### config.mk
export PLATFORM = sky130hd
export DESIGN_NAME = sigmoid_arbiter
export DESIGN_NICKNAME = d
export VERILOG_FILES = /design/src/rtl/sigmoid_arbiter.sv
export SDC_FILE = /design/constraint.sdc
export NUM_CORES = 1
export LEC_CHECK = 0
export ABC_AREA = 1
export CAP_MARGIN = 5
export CORE_MARGIN = 2
export CORE_UTILIZATION = 35
export DETAILED_ROUTE_END_ITERATION = 10
export GPL_TIMING_DRIVEN = 0
export PLACE_DENSITY = 0.75
export SETUP_SLACK_MARGIN = 0.05
export SLEW_MARGIN = 5
export SYNTH_ARGS = -nofsm -noshare
export SYNTH_HDL_FRONTEND = slang
export SYNTH_SLANG_ARGS = --single-unit
### constraint.sdc
create_clock -name clk -period 2.6 [get_ports clk]
set_input_delay 0.65 -clock clk [delete_from_list [all_inputs] [get_ports clk]]
set_output_delay 0.65 -clock clk [all_outputs]
set_load 0.02 [all_outputs]
### src/rtl/sigmoid_arbiter.sv
// sigmoid_arbiter
//   Shares one piecewise-linear sigmoid among N requesters. A round-robin
//   arbiter feeds an input register (s1). The sigmoid sits combinationally
//   between s1 and the output register. Results leave on one valid/ready
//   channel, tagged with the requester id. Throughput is one result per cycle.
//
//   Sigmoid approximation (x = signed Q4.(W-4), y = unsigned Q0.W):
//     |x| >= 5          : y = 1 (saturates to all ones)
//     2.375 <= |x| < 5  : y = 0.03125|x| + 0.84375
//     1 <= |x| < 2.375  : y = 0.125|x|   + 0.625
//     |x| < 1           : y = 0.25|x|    + 0.5
//     x < 0             : y = 1 - y(|x|)
//
// Ports
//   clk, rst_n    clock, synchronous active-low reset
//   en            grant enable; when low the pipeline only drains
//   req_valid     [N]   per-requester request valid
//   req_sum       [N*W] per-requester sum, requester i at [i*W +: W]
//   req_ready     [N]   one-hot accept (all zero when nothing is granted)
//   rsp_valid     result valid
//   rsp_ready     downstream accept
//   rsp_data      [W]   sigmoid result
//   rsp_id        [IDW] id of the requester that owns rsp_data
//   idle          both pipeline stages empty
module sigmoid_arbiter #(
    parameter int N   = 4,
    parameter int W   = 16,
    parameter int IDW = 2
) (
    input  logic           clk,
    input  logic           rst_n,
    input  logic           en,
    input  logic [N-1:0]   req_valid,
    input  logic [N*W-1:0] req_sum,
    output logic [N-1:0]   req_ready,
    output logic           rsp_valid,
    input  logic           rsp_ready,
    output logic [W-1:0]   rsp_data,
    output logic [IDW-1:0] rsp_id,
    output logic           idle
);

    localparam int F = W - 4;

    // Breakpoints in Q4.F and segment offsets in Q0.W
    localparam logic [W-1:0] X_SAT  = W'(5 * (2 ** F));
    localparam logic [W-1:0] X_MID  = W'(19 * (2 ** (F - 3)));
    localparam logic [W-1:0] X_ONE  = W'(2 ** F);
    localparam logic [W-1:0] Y_HALF = W'(2 ** (W - 1));
    localparam logic [W-1:0] Y_LOW  = W'(5 * (2 ** (W - 3)));
    localparam logic [W-1:0] Y_HIGH = W'(27 * (2 ** (W - 5)));

    logic           s1_valid_q, s1_valid_d;
    logic [W-1:0]   s1_sum_q,   s1_sum_d;
    logic [IDW-1:0] s1_id_q,    s1_id_d;
    logic [IDW-1:0] rr_ptr_q,   rr_ptr_d;
    logic           rsp_valid_q, rsp_valid_d;
    logic [W-1:0]   rsp_data_q,  rsp_data_d;
    logic [IDW-1:0] rsp_id_q,    rsp_id_d;

    logic           out_free, s1_adv, s1_free;
    logic           found;
    logic [IDW-1:0] grant_idx;
    logic [IDW:0]   scan_idx;
    logic [N-1:0]   grant_vec;
    logic [W-1:0]   sel_sum;

    logic           neg;
    logic [W-1:0]   mag;
    logic [W-1:0]   pos_y;
    logic [W-1:0]   sig_y;

    assign out_free = !rsp_valid_q | rsp_ready;
    assign s1_adv   = s1_valid_q & out_free;
    assign s1_free  = !s1_valid_q | s1_adv;

    // Round-robin scan starting just after the last granted requester
    always_comb begin
        found     = 1'b0;
        grant_idx = '0;
        scan_idx  = '0;
        grant_vec = '0;
        if (rst_n && en && s1_free) begin
            for (int unsigned k = 1; k <= N; k++) begin
                scan_idx = {1'b0, rr_ptr_q} + (IDW+1)'(k);
                if (scan_idx >= (IDW+1)'(N))
                    scan_idx = scan_idx - (IDW+1)'(N);
                if (!found && req_valid[scan_idx[IDW-1:0]]) begin
                    found     = 1'b1;
                    grant_idx = scan_idx[IDW-1:0];
                end
            end
        end
        if (found)
            grant_vec[grant_idx] = 1'b1;
    end

    assign req_ready = grant_vec;

    always_comb begin
        sel_sum = '0;
        for (int unsigned i = 0; i < N; i++)
            if (grant_vec[i])
                sel_sum = req_sum[i*W +: W];
    end

    // Piecewise-linear sigmoid on the s1 register
    always_comb begin
        neg   = s1_sum_q[W-1];
        mag   = neg ? (~s1_sum_q + 1'b1) : s1_sum_q;
        pos_y = '0;
        sig_y = '0;
        if (mag >= X_SAT) begin
            sig_y = neg ? '0 : '1;
        end else begin
            if (mag >= X_MID)
                pos_y = (mag >> 1) + Y_HIGH;
            else if (mag >= X_ONE)
                pos_y = (mag << 1) + Y_LOW;
            else
                pos_y = (mag << 2) + Y_HALF;
            // pos_y is strictly between 0.5 and 1, so the W-bit negate is 1 - y
            sig_y = neg ? (~pos_y + 1'b1) : pos_y;
        end
    end

    always_comb begin
        s1_valid_d  = s1_valid_q;
        s1_sum_d    = s1_sum_q;
        s1_id_d     = s1_id_q;
        rr_ptr_d    = rr_ptr_q;
        rsp_valid_d = rsp_valid_q;
        rsp_data_d  = rsp_data_q;
        rsp_id_d    = rsp_id_q;

        if (found) begin
            s1_valid_d = 1'b1;
            s1_sum_d   = sel_sum;
            s1_id_d    = grant_idx;
            rr_ptr_d   = grant_idx;
        end else if (s1_adv) begin
            s1_valid_d = 1'b0;
        end

        if (s1_adv) begin
            rsp_valid_d = 1'b1;
            rsp_data_d  = sig_y;
            rsp_id_d    = s1_id_q;
        end else if (rsp_ready) begin
            rsp_valid_d = 1'b0;
        end
    end

    always_ff @(posedge clk) begin
        if (!rst_n) begin
            s1_valid_q  <= 1'b0;
            s1_sum_q    <= '0;
            s1_id_q     <= '0;
            rr_ptr_q    <= IDW'(N - 1);
            rsp_valid_q <= 1'b0;
            rsp_data_q  <= '0;
            rsp_id_q    <= '0;
        end else begin
            s1_valid_q  <= s1_valid_d;
            s1_sum_q    <= s1_sum_d;
            s1_id_q     <= s1_id_d;
            rr_ptr_q    <= rr_ptr_d;
            rsp_valid_q <= rsp_valid_d;
            rsp_data_q  <= rsp_data_d;
            rsp_id_q    <= rsp_id_d;
        end
    end

    assign rsp_valid = rsp_valid_q;
    assign rsp_data  = rsp_data_q;
    assign rsp_id    = rsp_id_q;
    assign idle      = !s1_valid_q & !rsp_valid_q;

endmodule

==> results.md <==
* Met3 Wirelength at 765 um
* Share of layout cells above drive strength 1 at 38.1%
* Row count at 37
* RSZ-0062 raised after global routing: true
* Fmax at 0.320 GHz
* Number of synthesized register bits at 40
* WL per Instance at 14.6 um
* Setup crit start kind: register
* Pre-CTS setup slack at -1.33 ns
* Actual slew at the worst max-slew pin at between 0.5 and 0.6 ns
* Iter 0 DRT Violations at slightly above 400
* Worst Setup SP: s1_sum_q[1]
* Max stage delay on crit path at 0.34 ns
* Largest net degree at the start of global routing at 14
* # setup viols final at 20
* Critical path class: reg -> reg
* Placed standard-cell area at 4960 um2
* Max_cap viols at 0
* Post-DR vias/cell at 5.20
* TritonCTS Buffers at 5
* Leak pwr at 2.99 nW
* Reg clk slew, reported paths at 0.09 ns
* Net Count, Synth at roughly 730
* Top_reg_cell synth: dfxtp_1
* R2R Path Start: s1_sum_q[1]
* N_diodes at 0
* Skew-Pair Late Insertion Delay at 0.31 ns
* Layout area overhead at 72.4%
* Post-synth cell types at 39
* Starting Density at 36.1%
* First-pass DRT Iterations at 8
* CP Data Arrival Time at roughly 3.4 ns
* Mapped Cells at 656
* CORE AREA at 10400 um2
* HP Start: rsp_data[1]
* Final period utilization at 120%
* Post-layout utilization of the core at 62.2%
* Failing checks: negative setup slack
* Final nets at 907
* Worst Path Max Fanout at 8
* Post-route ant nets at 0
* CTS root buf: clkbuf_8
* Worst min-delay path category: reg -> reg
* WL final at about 14000 um
* Vias at between 5000 and 6000
* Die extent in y at 107 um
* Pwr dens at slightly above 900 nW/um2
* PnR worst setup slack at -0.524 ns
* Cell family with most CP delay: simple AND/OR/NAND/NOR gates
* Top Layer Used: met4
* DP Cell Count at between 800 and 900
* IO Port Bufs at 94
* Gp weighted congestion at 0.895
* Synthesized area per cell at roughly 5.7 um2
* DP Wirelength at 8280 um
* Worst Skew at 0.00764 ns
* Slowest cell on the critical path: dfxtp_2
* Final Max Slew Viols at 0
* Status: finished with violations
* Gr ovfl total at 0
* H-tree depth at 2
* Mapped Area at 3740 um2
* Clock sinks at 40
* Die ar. at 11500 um2
* Post-synth EDFFs at 0
* Peak VDD IR at 0.000468 V
* Design Area, Final at about 6500 um2
* Min Tclk post-route at 3.12 ns
* Wire length on met2 at 7330 um
* Remaining DRCs at 0
* Register area share after synthesis at a little over a fifth
* Crit. End Element: register
* First-pass GRT wire length at between 20000 and 25000 um
* I/O pins at 96
* Final Hold Slack at between 0.4 and 0.5 ns
* Final std cells w/o fill at 966
* Commonest non-fill, non-tap cell in the layout: nand2_1
* Worst path required time at 2.84 ns
* Initial antenna violation count at 0
* Clock buffer depth at 2
* CP bufs+invs at 4
* Slew headroom at 61.1%
* Chip width at 107 um
* Final hold vios at 0
* TritonCTS clock tree: built
* Yosys warns at 0
* Ys async rst share at 0%
* Most frequent cells in the layout: 169 x nand2_1, 86 x clkdlybuf4s50_1, 65 x nand2_2
* Gr usage total at 23.9%
* Vias in the first global route at around 5000
* M1 WL at 5650 um
[final timing paths]
| kind | slack (ns) | to | cells after the start |
|---|---|---|---|
| setup / recovery | -0.52 | rsp_data[11] | 25 |
| hold / removal | 0.46 | rsp_data[1] | 2 |
| setup reg to reg | -0.52 | rsp_data[11] | 25 |
| hold reg to reg | 0.46 | rsp_data[1] | 2 |
[report_power, final]
part	switching, mW	internal [mW]	leakage [nW]
logic	2.68	2.00	2.60
clock network	0.245	0.284	0.0541
registers	0.0684	0.711	0.332
[worst min-delay path, stage by stage, from the launching register on]
cell and delay [ns]:
dfxtp_1 0.31, nand2_1 0.06, a21oi_1 0.05
[state kept, by name, summed over array words and instances (netlist names)]
signal and flops:
rsp_data 16, rsp_id 2, s1_id_q 2, rr_ptr_q 2, s1_valid_q 1, s1_sum_q 16
rsp_valid 1
[synthesized netlist by cell type (all sizes together), types with 2 or more instances]
master    n  area (um2)
a21oi    39         195
buf      16         108
clkbuf    8        30.0
dfxtp    40         801
ha        6        75.1
inv      82         313
mux2i     2        20.0
nand2   254        1010
nand3    70         393
nand4     4        25.0
nor2     58         263
nor3      4        36.3
o211ai   17         128
o21ai    39         206
o31ai     2        15.0
or2       2        12.5
xor2      7        61.3
[layout make-up]
type / count / area, um2
Sequential cell: 40 / 811
Clock buffer: 5 / 68.8
Fill cell: 852 / 3920
Multi-Input combinational cell: 510 / 3210
Timing Repair Buffer: 166 / 1620
Buffer: 24 / 189
Inverter: 82 / 338
Clock inverter: 3 / 42.5
Tap cell: 136 / 170
[cell families (layout without fill, tap and decap cells)]
group                      count (synthesis)  count (layout)  synth area share (%)
and+or+nand+nor                          393             393                  46.8
buffers and inverters                    106             280                  12.0
AOI/OAI and AO/OA                        101             101                  15.4
DFF                                       40              40                  21.4
xor gates and xnor gates                   8               8                  1.87
adders and majority gates                  6               6                  2.01
muxes                                      2               2                 0.535
[layer usage]
metal / global-route usage (%) / vias to the layer above
li1: - / 2442
met1: 27.3 / 2319
met2: 44.9 / 216
met3: 3.33 / 43
met4: 8.70 / 0
met5: 0 / -
[what timing repair did]
action,4_1_cts,5_1_grt
cloned,5,1
endpoints found under the hold margin,0,0
gates resized for setup,179,81
pin swaps,67,47
setup buffers,62,7
endpoints found under the setup margin,36,36
hold buffers,0,0
[metrics by stage]
step | setup TNS (ns) | power [mW]
after floorplan | -0.863 | 3.07
after global placement | -19.89 | 3.72
after detailed placement | -20.50 | 3.75
after CTS | -4.82 | 5.49
after global routing | -13.18 | 6.37
final | -8.31 | 5.99
(Power assumes the default switching activity.)
